**src/rtl/parking_pkg.sv**
```systemverilog
// Shared types, default cycle counts and width helpers for the parking-ticket sequencer.
package parking_pkg;

   typedef enum logic [2:0] {
      ST_INIT,
      ST_IDLE,
      ST_ARMED,
      ST_SEND,
      ST_WAIT_ACK,
      ST_DONE,
      ST_FAULT
   } state_t;

   localparam int unsigned DEF_INIT_CYC        = 1000;
   localparam int unsigned DEF_DEBOUNCE_CYC    = 50000;
   localparam int unsigned DEF_GRACE_CYC       = 5000000;
   localparam int unsigned DEF_PULSE_CYC       = 100;
   localparam int unsigned DEF_ACK_TIMEOUT_CYC = 1000000;
   localparam int unsigned DEF_MAX_RETRY       = 3;
   localparam int unsigned DEF_CNT_W           = 8;

   function automatic int unsigned cyc_max(input int unsigned a, input int unsigned b);
      return (a > b) ? a : b;
   endfunction

   // Counters only ever reach max_cyc-1, so $clog2(max_cyc) bits suffice.
   function automatic int unsigned timer_width(input int unsigned max_cyc);
      return (max_cyc > 1) ? $clog2(max_cyc) : 1;
   endfunction

endpackage

```
**src/rtl/parking_ticket_sequencer_debouncer.sv**
```systemverilog
// Bay-sensor front end: 2-flop synchroniser followed by a consecutive-cycle debouncer.
// sensor_db only moves after the synchronised input has disagreed with it for
// DEBOUNCE_CYC cycles in a row; rise/fall pulse for one cycle alongside that move.
module sensor_debouncer
   import parking_pkg::*;
#(
   parameter int unsigned DEBOUNCE_CYC = DEF_DEBOUNCE_CYC
) (
   input  logic clk,
   input  logic reset,
   input  logic sensor_in,
   output logic sensor_db,
   output logic rise,
   output logic fall
);

   localparam int unsigned DB_W = timer_width(DEBOUNCE_CYC);

   logic [1:0]      sync_q;
   logic [DB_W-1:0] cnt_q, cnt_d;
   logic            db_q, db_d;
   logic            rise_q, rise_d;
   logic            fall_q, fall_d;

   // Bring the raw pin into the clk domain.
   always_ff @(posedge clk or posedge reset) begin
      if (reset) sync_q <= 2'b00;
      else       sync_q <= {sync_q[0], sensor_in};
   end

   // Count consecutive disagreeing samples; any agreeing sample restarts the count.
   always_comb begin
      cnt_d  = '0;
      db_d   = db_q;
      rise_d = 1'b0;
      fall_d = 1'b0;
      if (sync_q[1] != db_q) begin
         if (cnt_q == DB_W'(DEBOUNCE_CYC - 1)) begin
            db_d   = sync_q[1];
            rise_d = sync_q[1];
            fall_d = ~sync_q[1];
         end else begin
            cnt_d = cnt_q + DB_W'(1);
         end
      end
   end

   // Debounce state registers.
   always_ff @(posedge clk or posedge reset) begin
      if (reset) begin
         cnt_q  <= '0;
         db_q   <= 1'b0;
         rise_q <= 1'b0;
         fall_q <= 1'b0;
      end else begin
         cnt_q  <= cnt_d;
         db_q   <= db_d;
         rise_q <= rise_d;
         fall_q <= fall_d;
      end
   end

   assign sensor_db = db_q;
   assign rise      = rise_q;
   assign fall      = fall_q;

endmodule

```
**src/rtl/parking_ticket_sequencer.sv**
```systemverilog
// Parking-ticket ESP8266 link sequencer: debounced bay sensor, grace timer,
// timed send pulse, acknowledge wait with optional retries, sticky fault.
// Build option: define TICKET_RETRY_EN to enable re-sends after an ack timeout
// (and the led blink during a retry send); otherwise the first timeout faults.
//
// state    | meaning
// ---------+-----------------------------------------------------------
// INIT     | AT-command window after reset, cmd_mode high
// IDLE     | bay empty or ticket already issued for this car, waiting for rise
// ARMED    | car present, grace timer running
// SEND     | esp_send pulse active
// WAIT_ACK | pulse done, waiting for esp_ack or timeout
// DONE     | ticket acknowledged, waiting for the car to leave
// FAULT    | ESP unresponsive, held until reset
module parking_ticket_sequencer
   import parking_pkg::*;
#(
   parameter int unsigned INIT_CYC        = DEF_INIT_CYC,
   parameter int unsigned DEBOUNCE_CYC    = DEF_DEBOUNCE_CYC,
   parameter int unsigned GRACE_CYC       = DEF_GRACE_CYC,
   parameter int unsigned PULSE_CYC       = DEF_PULSE_CYC,
   parameter int unsigned ACK_TIMEOUT_CYC = DEF_ACK_TIMEOUT_CYC,
   parameter int unsigned MAX_RETRY       = DEF_MAX_RETRY,
   parameter int unsigned CNT_W           = DEF_CNT_W
) (
   input  logic             clk,
   input  logic             reset,
   input  logic             sensor_in,
   input  logic             esp_ack,
   output logic             esp_send,
   output logic             ticket_flag,
   output logic             led,
   output logic             cmd_mode,
   output logic             fault,
   output logic [CNT_W-1:0] ticket_count
);

   localparam int unsigned MAX_CYC = cyc_max(cyc_max(INIT_CYC, GRACE_CYC),
                                             cyc_max(PULSE_CYC, ACK_TIMEOUT_CYC));
   localparam int unsigned TW      = timer_width(MAX_CYC);

   state_t           state_q, state_d;
   logic [TW-1:0]    timer_q, timer_d;
   logic [1:0]       ack_sync_q;
   logic             ack_s;
   logic             sensor_db, db_rise, db_fall;
   logic             retry_ok;

   logic             esp_send_q, esp_send_d;
   logic             ticket_flag_q, ticket_flag_d;
   logic             led_q, led_d;
   logic             cmd_mode_q, cmd_mode_d;
   logic             fault_q, fault_d;
   logic [CNT_W-1:0] count_q, count_d;

`ifdef TICKET_RETRY_EN
   localparam int unsigned RTY_W = timer_width(MAX_RETRY + 1);
   logic [RTY_W-1:0] retry_q, retry_d;
   assign retry_ok = (retry_q < RTY_W'(MAX_RETRY));
`else
   // Retry limit is forced to zero: no counter exists, every timeout faults.
   localparam int unsigned EFF_RETRY = MAX_RETRY * 0;
   assign retry_ok = (EFF_RETRY != 0);
`endif

   sensor_debouncer #(
      .DEBOUNCE_CYC (DEBOUNCE_CYC)
   ) u_debouncer (
      .clk       (clk),
      .reset     (reset),
      .sensor_in (sensor_in),
      .sensor_db (sensor_db),
      .rise      (db_rise),
      .fall      (db_fall)
   );

   // Synchronise the ESP acknowledge into clk.
   always_ff @(posedge clk or posedge reset) begin
      if (reset) ack_sync_q <= 2'b00;
      else       ack_sync_q <= {ack_sync_q[0], esp_ack};
   end
   assign ack_s = ack_sync_q[1];

   // State register.
   always_ff @(posedge clk or posedge reset) begin
      if (reset) state_q <= ST_INIT;
      else       state_q <= state_d;
   end

   // Next-state logic; acknowledge takes priority over a same-cycle timeout.
   always_comb begin
      state_d = state_q;
      case (state_q)
         ST_INIT:     if (timer_q == TW'(INIT_CYC - 1)) state_d = ST_IDLE;
         ST_IDLE:     if (db_rise) state_d = ST_ARMED;
         ST_ARMED: begin
            if (db_fall)                           state_d = ST_IDLE;
            else if (timer_q == TW'(GRACE_CYC - 1)) state_d = ST_SEND;
         end
         ST_SEND: begin
            if (ack_s)                              state_d = ST_DONE;
            else if (timer_q == TW'(PULSE_CYC - 1)) state_d = ST_WAIT_ACK;
         end
         ST_WAIT_ACK: begin
            if (ack_s)                                    state_d = ST_DONE;
            else if (timer_q == TW'(ACK_TIMEOUT_CYC - 1)) state_d = retry_ok ? ST_SEND : ST_FAULT;
         end
         // Level test so a car that left mid-transaction drops straight back to IDLE.
         ST_DONE:     if (!sensor_db) state_d = ST_IDLE;
         ST_FAULT:    state_d = ST_FAULT;
         default:     state_d = ST_INIT;
      endcase
   end

   // Output and datapath next values, derived from the state being entered.
   always_comb begin
      timer_d = '0;
      if (state_d == state_q) begin
         case (state_q)
            ST_INIT, ST_ARMED, ST_SEND, ST_WAIT_ACK: timer_d = timer_q + TW'(1);
            default:                                 timer_d = '0;
         endcase
      end

      esp_send_d    = (state_d == ST_SEND);
      ticket_flag_d = (state_d == ST_SEND) || (state_d == ST_WAIT_ACK) || (state_d == ST_DONE);
      cmd_mode_d    = (state_d == ST_INIT);
      fault_d       = (state_d == ST_FAULT);
      led_d         = (state_d == ST_DONE) || (state_d == ST_FAULT);

      count_d = count_q;
      if ((state_d == ST_DONE) && (state_q != ST_DONE) && (count_q != {CNT_W{1'b1}}))
         count_d = count_q + CNT_W'(1);

`ifdef TICKET_RETRY_EN
      retry_d = retry_q;
      if ((state_q == ST_ARMED) && (state_d == ST_SEND))
         retry_d = '0;
      else if ((state_q == ST_WAIT_ACK) && (state_d == ST_SEND))
         retry_d = retry_q + RTY_W'(1);
      // Retry sends flip the led once per PULSE_CYC window, giving a visible blink.
      if ((state_d == ST_SEND) && (retry_d != '0))
         led_d = (state_q != ST_SEND) ? ~led_q : led_q;
`endif
   end

   // Registered outputs, timer and counters.
   always_ff @(posedge clk or posedge reset) begin
      if (reset) begin
         timer_q       <= '0;
         esp_send_q    <= 1'b0;
         ticket_flag_q <= 1'b0;
         led_q         <= 1'b0;
         cmd_mode_q    <= 1'b1;
         fault_q       <= 1'b0;
         count_q       <= '0;
`ifdef TICKET_RETRY_EN
         retry_q       <= '0;
`endif
      end else begin
         timer_q       <= timer_d;
         esp_send_q    <= esp_send_d;
         ticket_flag_q <= ticket_flag_d;
         led_q         <= led_d;
         cmd_mode_q    <= cmd_mode_d;
         fault_q       <= fault_d;
         count_q       <= count_d;
`ifdef TICKET_RETRY_EN
         retry_q       <= retry_d;
`endif
      end
   end

   assign esp_send     = esp_send_q;
   assign ticket_flag  = ticket_flag_q;
   assign led          = led_q;
   assign cmd_mode     = cmd_mode_q;
   assign fault        = fault_q;
   assign ticket_count = count_q;

endmodule
```
**config.mk**
```make
export PLATFORM = sky130hd
export DESIGN_NAME = parking_ticket_sequencer
export DESIGN_NICKNAME = d
export VERILOG_FILES = /design/src/rtl/parking_pkg.sv /design/src/rtl/parking_ticket_sequencer_debouncer.sv /design/src/rtl/parking_ticket_sequencer.sv
export SDC_FILE = /design/constraint.sdc
export NUM_CORES = 1
export LEC_CHECK = 0
export ABC_AREA = 1
export CORE_UTILIZATION = 60
export DETAILED_ROUTE_END_ITERATION = 16
export PLACE_DENSITY = 0.8
export SYNTH_ARGS = -nofsm -noshare
export SYNTH_HDL_FRONTEND = slang
export SYNTH_SLANG_ARGS = --single-unit
```
**constraint.sdc**
```tcl
create_clock -name clk -period 4.6 [get_ports clk]
set_input_delay 0.46 -clock clk [delete_from_list [all_inputs] [get_ports clk]]
set_output_delay 0.46 -clock clk [all_outputs]
set_load 0.005 [all_outputs]
```
Word level (Yosys, flattened, before mapping):

Cells that the tools add are included.

* flip-flop bits (word level): 62
* latch bits: 0
* bits in writable memories: 0
* ROM bits: 0
* input bits: 4
* output and inout port bits: 13
* word-level logic and storage cells: 64
* memories: 0

* add/subtract/negate cells: 3
* $mul: 0
* div/mod/pow operators: 0
* order comparisons: 0
* equality and inequality tests: 19
* shift-type cells: 0
* muxes and demuxes: 18
* bitwise logic cells: 1
* reduce and logical (&&, ||, !) cells: 9

Operator list (number)
* $mux 23: 2
* $mux 16: 2
* $mux 3: 9
* $add 23x1->23 const B: 1
* $eq 23x10->1 const B: 1
* $eq 23x20->1 const B: 1
* $eq 23x23->1 const B: 1
* $eq 23x7->1 const B: 1
* $pmux 3 s7: 1
* $eq 3x3->1 const B: 6
* $add 16x1->16 const B: 1
* $eq 16x16->1 const B: 1
* $eq 3x2->1 const B: 3
* $add 8x1->8 const B: 1
* $ne 8x8->1 const B: 1
* $logic_not 3->1: 2
* $mux 1: 4
* $reduce_or 4->1: 1
* $eq 3x1->1 const B: 1
* $eq 3x3->1: 1
* $logic_or 1x1->1: 3
* $ne 3x3->1 const B: 1
* $logic_and 1x1->1: 2
* $reduce_and 2->1: 1
* other kinds (2): 2

Depth between registers and ports, before layout:

Gate-level depths: netlist (run 1).

* depth in word-level cells: 7
* depth in mapped cells: 13
* gate-level depth less buffers: 13

Cells and area by module:

A second synthesis (run 1) with hierarchy kept.

* cells, all modules: 451
* area, all modules: 3495.9 sq um

By module, submodules not included
* parking_ticket_sequencer: instances 1, cells each 316, area an instance 2393.5 sq um, sequential area each 1027.2 sq um
* sensor_debouncer: instances 1, cells each 135, area an instance 1102.3 sq um, sequential area each 525.5 sq um

Least setup slack after synthesis (run 1):

OpenSTA, ideal clock, no wires.

* path kind: register to register
* start point: reg timer_q[0]
* end point: reg count_q[0], in the netlist ticket_count[0]
* library setup time: 0.119 ns
* data arrival time: 1.607 ns
* data required time: 4.481 ns
* setup slack: 2.873 ns
* cell stages (with the launch flop): 13
* path buffers: 0
* period minus slack after synthesis: 1.727 ns
* cells stage by stage: dfrtp_1 > ha_1 > nand3_1 > nor2_2 > nand3_1 > nand2_1 > nand2_2 > nand2_4 > inv_2 > nor2_1 > nand4_2 > nand2_1 > nand2_1

* cells in the longest elaborated chain, start to end: 7
* elaborated cells between the ends (all ways): 15
* those cells by class: eq/ne: 5; mux: 8; reduce/logical: 2

RTL lines
* start: declaration: RTL line parking_ticket_sequencer.sv:43 `logic [TW-1:0] timer_q, timer_d;`
* start signal: assignment: RTL line parking_ticket_sequencer.sv:161 `timer_q <= timer_d;`
* $eq 23x20->1, or another cell as far along: RTL line parking_ticket_sequencer.sv:106 `else if (timer_q == TW'(ACK_TIMEOUT_CYC - 1)) state_d = retry_ok ? ST_SEND : ST_FAULT;`
* $mux 3, on equally long branches: RTL line parking_ticket_sequencer.sv:106, parking_ticket_sequencer.sv:98, parking_ticket_sequencer.sv:102
* $mux 3, on equally long branches: RTL line parking_ticket_sequencer.sv:105, parking_ticket_sequencer.sv:97, parking_ticket_sequencer.sv:101
* $pmux 3 s7 (*): RTL line parking_ticket_sequencer.sv:93 `case (state_q)`
* via state_d[2]: RTL line parking_ticket_sequencer.sv:42 `state_t state_q, state_d;`
* $eq 3x3->1 (*): RTL line parking_ticket_sequencer.sv:132 `if ((state_d == ST_DONE) && (state_q != ST_DONE) && (count_q != {CNT_W{1'b1}}))`
* $logic_and 1x1->1 (*) (2 in series): RTL line parking_ticket_sequencer.sv:132
* end signal: assignment: RTL line parking_ticket_sequencer.sv:167 `count_q <= count_d;`
* end: declaration: RTL line parking_ticket_sequencer.sv:54 `logic [CNT_W-1:0] count_q, count_d;`

Mark *: on every way through the listed nets, which the timed path passes. The rest lies on a longest branch.
A chain may end at the register's enable or synchronous reset.

Worst setup path in the final report (run 1):

* start point: reg timer_q[0]
* end point: reg timer_q[7]

* cells in the longest elaborated chain, start to end: 6
* elaborated cells between the ends (all ways): 16
* those cells by class: add/sub: 1; eq/ne: 5; mux: 10

RTL lines
* $eq 23x20->1, or another cell as far along: RTL line parking_ticket_sequencer.sv:106
* $mux 3, on equally long branches: RTL line parking_ticket_sequencer.sv:106, parking_ticket_sequencer.sv:98, parking_ticket_sequencer.sv:102
* $mux 3, on equally long branches: RTL line parking_ticket_sequencer.sv:105, parking_ticket_sequencer.sv:97, parking_ticket_sequencer.sv:101
* $pmux 3 s7 (*): RTL line parking_ticket_sequencer.sv:93
* via state_d[0]: RTL line parking_ticket_sequencer.sv:42
* $eq 3x3->1 (*): RTL line parking_ticket_sequencer.sv:118 `if (state_d == state_q) begin`
* $mux 23 (*): RTL line parking_ticket_sequencer.sv:118
* via timer_d[7]: RTL line parking_ticket_sequencer.sv:43

Marked as above.

==> results.py, run 1 <==
metrics = {
    "status": {
        "status": "finished, final reports clean",
    },
    "clock_tree": {
        "cts_made_buffers": 9,
        "cts_resized": 0,
        "cts_setup_buffers": 0,
        "clockBufferDepth": 2,
        "cts_tree": "built",
        "cts.clk_slew.worst_paths_ps": 60,
        "root_buffer": "clkbuf_8",
        "cts.sinks": 62,
        "postCtsHoldBufs": 0,
        "clk_latency_ps": 340,
        "cts-htree-levels": 3,
    },
    "place": {
        "post-place-cells": 509,
        "io_buffers": 16,
        "place_area_um2": 3669,
        "dpl.hpwl_mm": 4.744,
        "gp_congestion": 0.8847,
    },
    "pwr": {
        "switching_share_pct": 21.33,
        "p_seq_share_pct": 52.0,
        "comb_power_share_pct": 2.1,
        "pwr-share-clk_pct": 45.9,
        "power.density_nw_per_um2": 274.1,
        "p_int_uw": 834.5,
        "p_total_mw": 1.061,
        "p_switching_uw": 226.3,
        "max-vdd-ir-drop_mv": 0.2109,
        "p_leak_nw": 1.750,
    },
    "grt": {
        "met3_usage_pct": 5.412,
        "busiest_layer": "met2",
        "grt_start_max_net_pins": 33,
        "first_global_vias": 2794,
        "globalRouteMet1Util_pct": 29.70,
        "use_met2_pct": 42.92,
        "grt_pass1_wl_mm": 11.67,
        "grt_overflow": 0,
        "antenna_found_initial": 0,
        "grt_use_total_pct": 24.96,
    },
    "yosys": {
        "synth-async-reset-ratio_pct": 100.0,
        "syn-num-nets": 430,
        "synthFlopType": "dfrtp_1",
        "yosys-top-cells-area": "dfrtp_1 44%, nand2_1 9.0%, nor2_1 7.8%",
        "yosysSeqAreaShare_pct": 45.19,
        "synthCells": 423,
        "ys.warnings.count": 0,
        "synth_top_area_share_pct": 44.43,
        "avgSynthCellArea_um2": 8.122,
        "synth.distinct_cells": 36,
        "yosys.area.top_type": "dfrtp_1",
        "synth-seq-cells": 62,
        "syn_area_um2": 3436,
        "synth_edf_count": 0,
    },
    "critical_path": {
        "reg2reg_slack_ps": 2540,
        "worstPathArrival_ps": 2310,
        "cp-end-kind": "register",
        "crit_fanout": 23,
        "r2r-end": "timer_q[7]",
        "worst_ep_required_time_ps": 4850,
        "crit_type": "reg -> reg",
        "worstSetupStartpointType": "register",
        "rr_worst_depth": 12,
        "reg2reg_from": "timer_q[0]",
    },
    "timing": {
        "fin_crit_sh_pct": 44.70,
        "finClkSkew_ps": 8.344,
        "tns_ps": 0,
        "maxSlewViolCount": 0,
        "hold_violations": 0,
        "setup_viol_count_final": 0,
        "rsz0062_at_grt": "false",
        "max_slew_margin_pct": 47.80,
        "max_clock_freq_mhz": 486.4,
        "tightest_slew_ps": 774.7,
        "min_period_ps": 2056,
    },
    "final_layout": {
        "syn_to_final_growth_pct": 12.64,
        "drive_above_1_share_pct": 15.23,
        "fillers": 447,
        "final_nets": 455,
        "n_antenna_cell": 0,
        "seq_area_um2": 1553,
        "multi_input_area_um2": 1652,
        "postLayoutCellArea_um2": 3870,
        "fin_cells": 525,
    },
    "worst_hold_path": {
        "min_to": "ack_sync_q[1]",
        "whs_path_depth": 0,
        "hp-class": "reg -> reg",
        "hold_start": "ack_sync_q[0]",
    },
    "floorplanning": {
        "std_cell_rows": 27,
        "die_h_um": 77.67,
        "ios": 17,
        "dieArea_um2": 6033,
        "dieWidth_um": 77.67,
        "coreArea_um2": 5507,
        "initial_utilization_pct": 62.39,
    },
    "detailed_routing": {
        "wl_per_cell_um": 12.54,
        "remaining_drc_errors": 0,
        "postRouteAntennaNets": 0,
        "drt_pass1_iterations": 4,
        "dr_total_vias": 2805,
        "viasPerCell": 5.343,
        "wl_mm": 6.581,
        "drtIter0Drc": 168,
    },
    "run": {
        "cap_violations": 0,
    },
}
-- flip-flops by register name (all words and copies together), names as in the netlist, 2 cells and up --
| name | count |
|---|---|
| u_debouncer.cnt_q | 16 |
| u_debouncer.sync_q | 2 |
| state_q | 3 |
| ack_sync_q | 2 |
| timer_q | 23 |
| ticket_count | 8 |
-- worst max-delay path by stage --
stage | start | end | slack (ps) | cells after the start
6_report | timer_q[0] | timer_q[7] | 2540 | 12
5_1_grt | timer_q[0] | ticket_count[1] | 2330 | 12
4_1_cts | timer_q[0] | timer_q[7] | 2530 | 12
3_5_place_dp | timer_q[0] | timer_q[7] | 2540 | 12
3_3_place_gp | timer_q[0] | timer_q[0] | 2650 | 12
2_1_floorplan | reset | ack_sync_q[0] | 2600 | 1
-- cells in the final DEF (no fill, tap or decap), types with 12 or more instances in the layout --
cell / n
xor2_1: 12
nand3_1: 20
nor3_1: 13
clkdlybuf4s50_1: 16
nand2_1: 82
nor2_1: 71
nand4_1: 21
dfrtp_1: 61
nor2_2: 19
inv_1: 44
-- per-layer routing --
metal / share of wire, % / up-vias / wire [um]
met4: 2.0 / 0 / 129
li1: - / 1421 / -
met2: 49 / 47 / 3226
met5: 0 / - / 0
met3: 2.9 / 11 / 192
met1: 46 / 1326 / 3032
-- Yosys cell counts, types with 3 or more instances --
master	number
nand2_1	82
nor2_1	71
dfrtp_1	61
inv_1	45
nand4_1	21
nand3_1	20
nor2_2	19
nor3_1	13
xor2_1	12
o21ai_0	9
inv_2	7
xnor2_1	7
nor2_4	6
a21oi_1	5
nand2_2	5
nor4_1	5
nand3_2	4
nor3b_1	4
ha_1	3
-- power by group through the flow --
stage	clock, mW	combinational, mW	sequential, mW
final	0.487	0.0220	0.552
after CTS	0.493	0.0234	0.552
after global placement	0	0.0226	0.562
after floorplan	0	0.0148	0.561
after detailed placement	0	0.0232	0.562
after global routing	0.516	0.0270	0.552
-- critical path, stage by stage (launching register included) --
cell and delay, ps:
dfrtp_1 410, ha_1 270, nand2_1 80, inv_1 40, nand2_1 50, nor2_1 40
nand2_1 50, nor2_1 40, nor2_2 110, nand4_2 170, nand2_1 140, nand4_4 330
nor2_1 240
-- logic make-up (layout without fill, tap and decap cells) --
logic type	after synthesis	count (layout)	synth area share [%]
adder cells (fa/ha/maj)	3	3	1.093
buffers and inverters	57	87	6.737
AND/OR/NAND/NOR	261	261	38.35
AO/OA/AOI/OAI	21	21	3.787
flip-flops	62	62	45.19
XOR/XNOR	19	19	4.843
-- layout make-up --
type | count | area share [%]
Inverter | 53 | 5.141
Tap cell | 72 | 2.328
Clock inverter | 3 | 1.099
Timing Repair Buffer | 18 | 4.526
Sequential cell | 62 | 40.12
Multi-Input combinational cell | 304 | 42.68
Clock buffer | 13 | 4.106
-- stage by stage --
stage | worst slack (ps) | hold slack (ps) | utilization, %
3_5_place_dp | 2537 | 334.7 | 66.62
2_1_floorplan | 2600 | 331.2 | -
5_1_grt | 2331 | 370.9 | 70.28
3_3_place_gp | 2652 | 332.5 | 66.62
6_report | 2544 | 348.3 | 70.28
4_1_cts | 2532 | 349.7 | 70.28
Power figures use the tool's default switching activity.
==> inputs of run 2 (changes only) <==
Clock period 4.6 ns to 2.03 ns, I/O delays scaled along.
==> run 2 against run 1 <==
Effect of this change:
- clock power is 120% higher
- final cell count is 1.5% higher
- critical path depth is 1 lower
- register-to-register slack worse by 2400 ps
- count of clock-buffer cells in the layout is 2 lower
==> results.py, run 2 (same netlist as run 1, synthesis figures left out) <==
metrics = {
    "status": {
        "status": "finished, final reports clean",
    },
    "clock_tree": {
        "postCtsHoldBufs": 0,
        "cts-htree-levels": 3,
        "cts_made_buffers": 9,
        "clk_latency_ps": 350,
        "cts_tree": "built",
        "clockBufferDepth": 2,
        "cts.clk_slew.worst_paths_ps": 70,
        "root_buffer": "clkbuf_8",
        "cts.sinks": 62,
    },
    "grt": {
        "antenna_found_initial": 0,
        "busiest_layer": "met2",
        "grt_pass1_wl_mm": 11.69,
        "grt_overflow": 0,
        "met3_usage_pct": 5.882,
        "first_global_vias": 2736,
        "grt_start_max_net_pins": 51,
        "use_met2_pct": 41.59,
        "globalRouteMet1Util_pct": 30.59,
        "grt_use_total_pct": 25.00,
    },
    "run": {
        "cap_violations": 0,
    },
    "final_layout": {
        "n_antenna_cell": 0,
        "final_nets": 463,
        "final_common_cell": "nand2_1",
        "largest_register": "timer_q",
        "layout.cells.most_common_list": "81 x nand2_1, 68 x nor2_1, 60 x dfrtp_1",
        "drive_above_1_share_pct": 18.44,
        "syn_to_final_growth_pct": 15.88,
        "largest_register_ffs": 23,
    },
    "floorplanning": {
        "die_h_um": 77.67,
        "dieWidth_um": 77.67,
        "ios": 17,
        "std_cell_rows": 27,
        "coreArea_um2": 5507,
        "dieArea_um2": 6033,
        "initial_utilization_pct": 62.39,
    },
    "pwr": {
        "max-vdd-ir-drop_mv": 0.4974,
        "power.density_nw_per_um2": 597.2,
        "p_total_mw": 2.378,
        "p_leak_nw": 1.801,
    },
    "timing": {
        "max_clock_freq_mhz": 521.1,
        "maxSlewViolCount": 0,
        "finClkSkew_ps": 10.33,
        "setup_viol_count_final": 0,
        "min_period_ps": 1919,
        "max_slew_margin_pct": 69.10,
        "hold_violations": 0,
        "fin_crit_sh_pct": 94.53,
        "tightest_slew_ps": 460.0,
        "whs_ps": 109.5,
    },
    "detailed_routing": {
        "wl_per_cell_um": 12.75,
        "remaining_drc_errors": 0,
        "drt_pass1_iterations": 5,
        "viasPerCell": 5.315,
        "postRouteAntennaNets": 0,
        "drtIter0Drc": 219,
        "dr_total_vias": 2833,
        "wl_mm": 6.794,
    },
    "critical_path": {
        "slowest_stage": "dfrtp_1",
        "cp-end-kind": "register",
        "crit_fanout": 23,
        "cp-startpoint": "timer_q[1]",
        "worstSetupStartpointType": "register",
        "critPathMostFrequentCell": "nand2_1",
        "worstPathArrival_ps": 2150,
        "reg2reg_from": "timer_q[1]",
        "worst_ep_required_time_ps": 2260,
        "cpPeakStageDelay_ps": 380,
        "path_cells": "ha_2, nand3_2, nor2_1, nand3_1, nand2_1, nand2_1, nand4_4, nand2_1, nand4_4, buf_12, nor2_1",
        "crit_type": "reg -> reg",
    },
    "place": {
        "dpl.hpwl_mm": 4.772,
        "io_buffers": 16,
        "gp_congestion": 0.9026,
    },
    "worst_hold_path": {
        "hp-class": "in -> async",
    },
}
-- run 2: changes by cell type in the layout (fill, tap and decap cells not counted), sizes merged --
cell and change:
clkinvlp -1, buf +8, clkinv +3, clkbuf -2
-- run 2: cell type report --
type | instances | area [um^2]
Fill cell | 412 | 1525
Multi-Input combinational cell | 304 | 1687
Inverter | 53 | 198.9
Clock inverter | 5 | 50.05
Clock buffer | 11 | 141.4
Tap cell | 72 | 90.09
Timing Repair Buffer | 26 | 260.3
Sequential cell | 62 | 1554
-- run 2: final timing paths --
kind / to / slack, ps / depth (start not counted)
max reg2reg: timer_q[4] / 110 / 11
min in group clk: ack_sync_q[0] / 290 / 1
min reg2reg: ack_sync_q[1] / 370 / 0
min: u_debouncer.cnt_q[7] / 110 / 2
max: timer_q[4] / 110 / 11
max in group asynchronous: cmd_mode / 1300 / 3
-- run 2: layer usage --
metal	vias to the layer above	part of all wire [%]
met5	-	0
met1	1339	45
met4	0	2.0
met3	15	3.3
li1	1428	-
met2	51	50
-- run 2: timing repair --
action / in CTS / in global routing
endpoints found under the setup margin: 0 / 32
buffers inserted: 0 / 2
gates resized for setup: 0 / 9
hold endpoints to repair: 0 / 0
-- run 2: per-stage QoR --
step                      setup slack, ps  cell area, um^2  util (%)  setup TNS, ps  instances
after CTS                           97.02             3930     71.37              0        531
after floorplan                     287.3             3436         -              0        423
after global placement              165.7             3739     67.89              0        515
after global routing               -32.41             3981     72.30         -430.5        533
after detailed placement            104.1             3739     67.89              0        515
final                               111.1             3981     72.30              0        533
-- run 2: report_power, final --
| group | total (mW) | leakage, nW | switching [mW] | internal, mW |
|---|---|---|---|---|
| logic | 0.0534 | 0.863 | 0.0369 | 0.0165 |
| clock network | 1.07 | 0.103 | 0.482 | 0.592 |
| registers | 1.25 | 0.835 | 0.00629 | 1.24 |
-- run 2: critical path: cells and delay by family, from the launching register on --
| kind | cells | cell delay (ps) |
|---|---|---|
| adders and majority gates | 1 | 240 |
| and+or+nand+nor | 9 | 1010 |
| buffers and inverters | 1 | 180 |
| DFF | 1 | 380 |
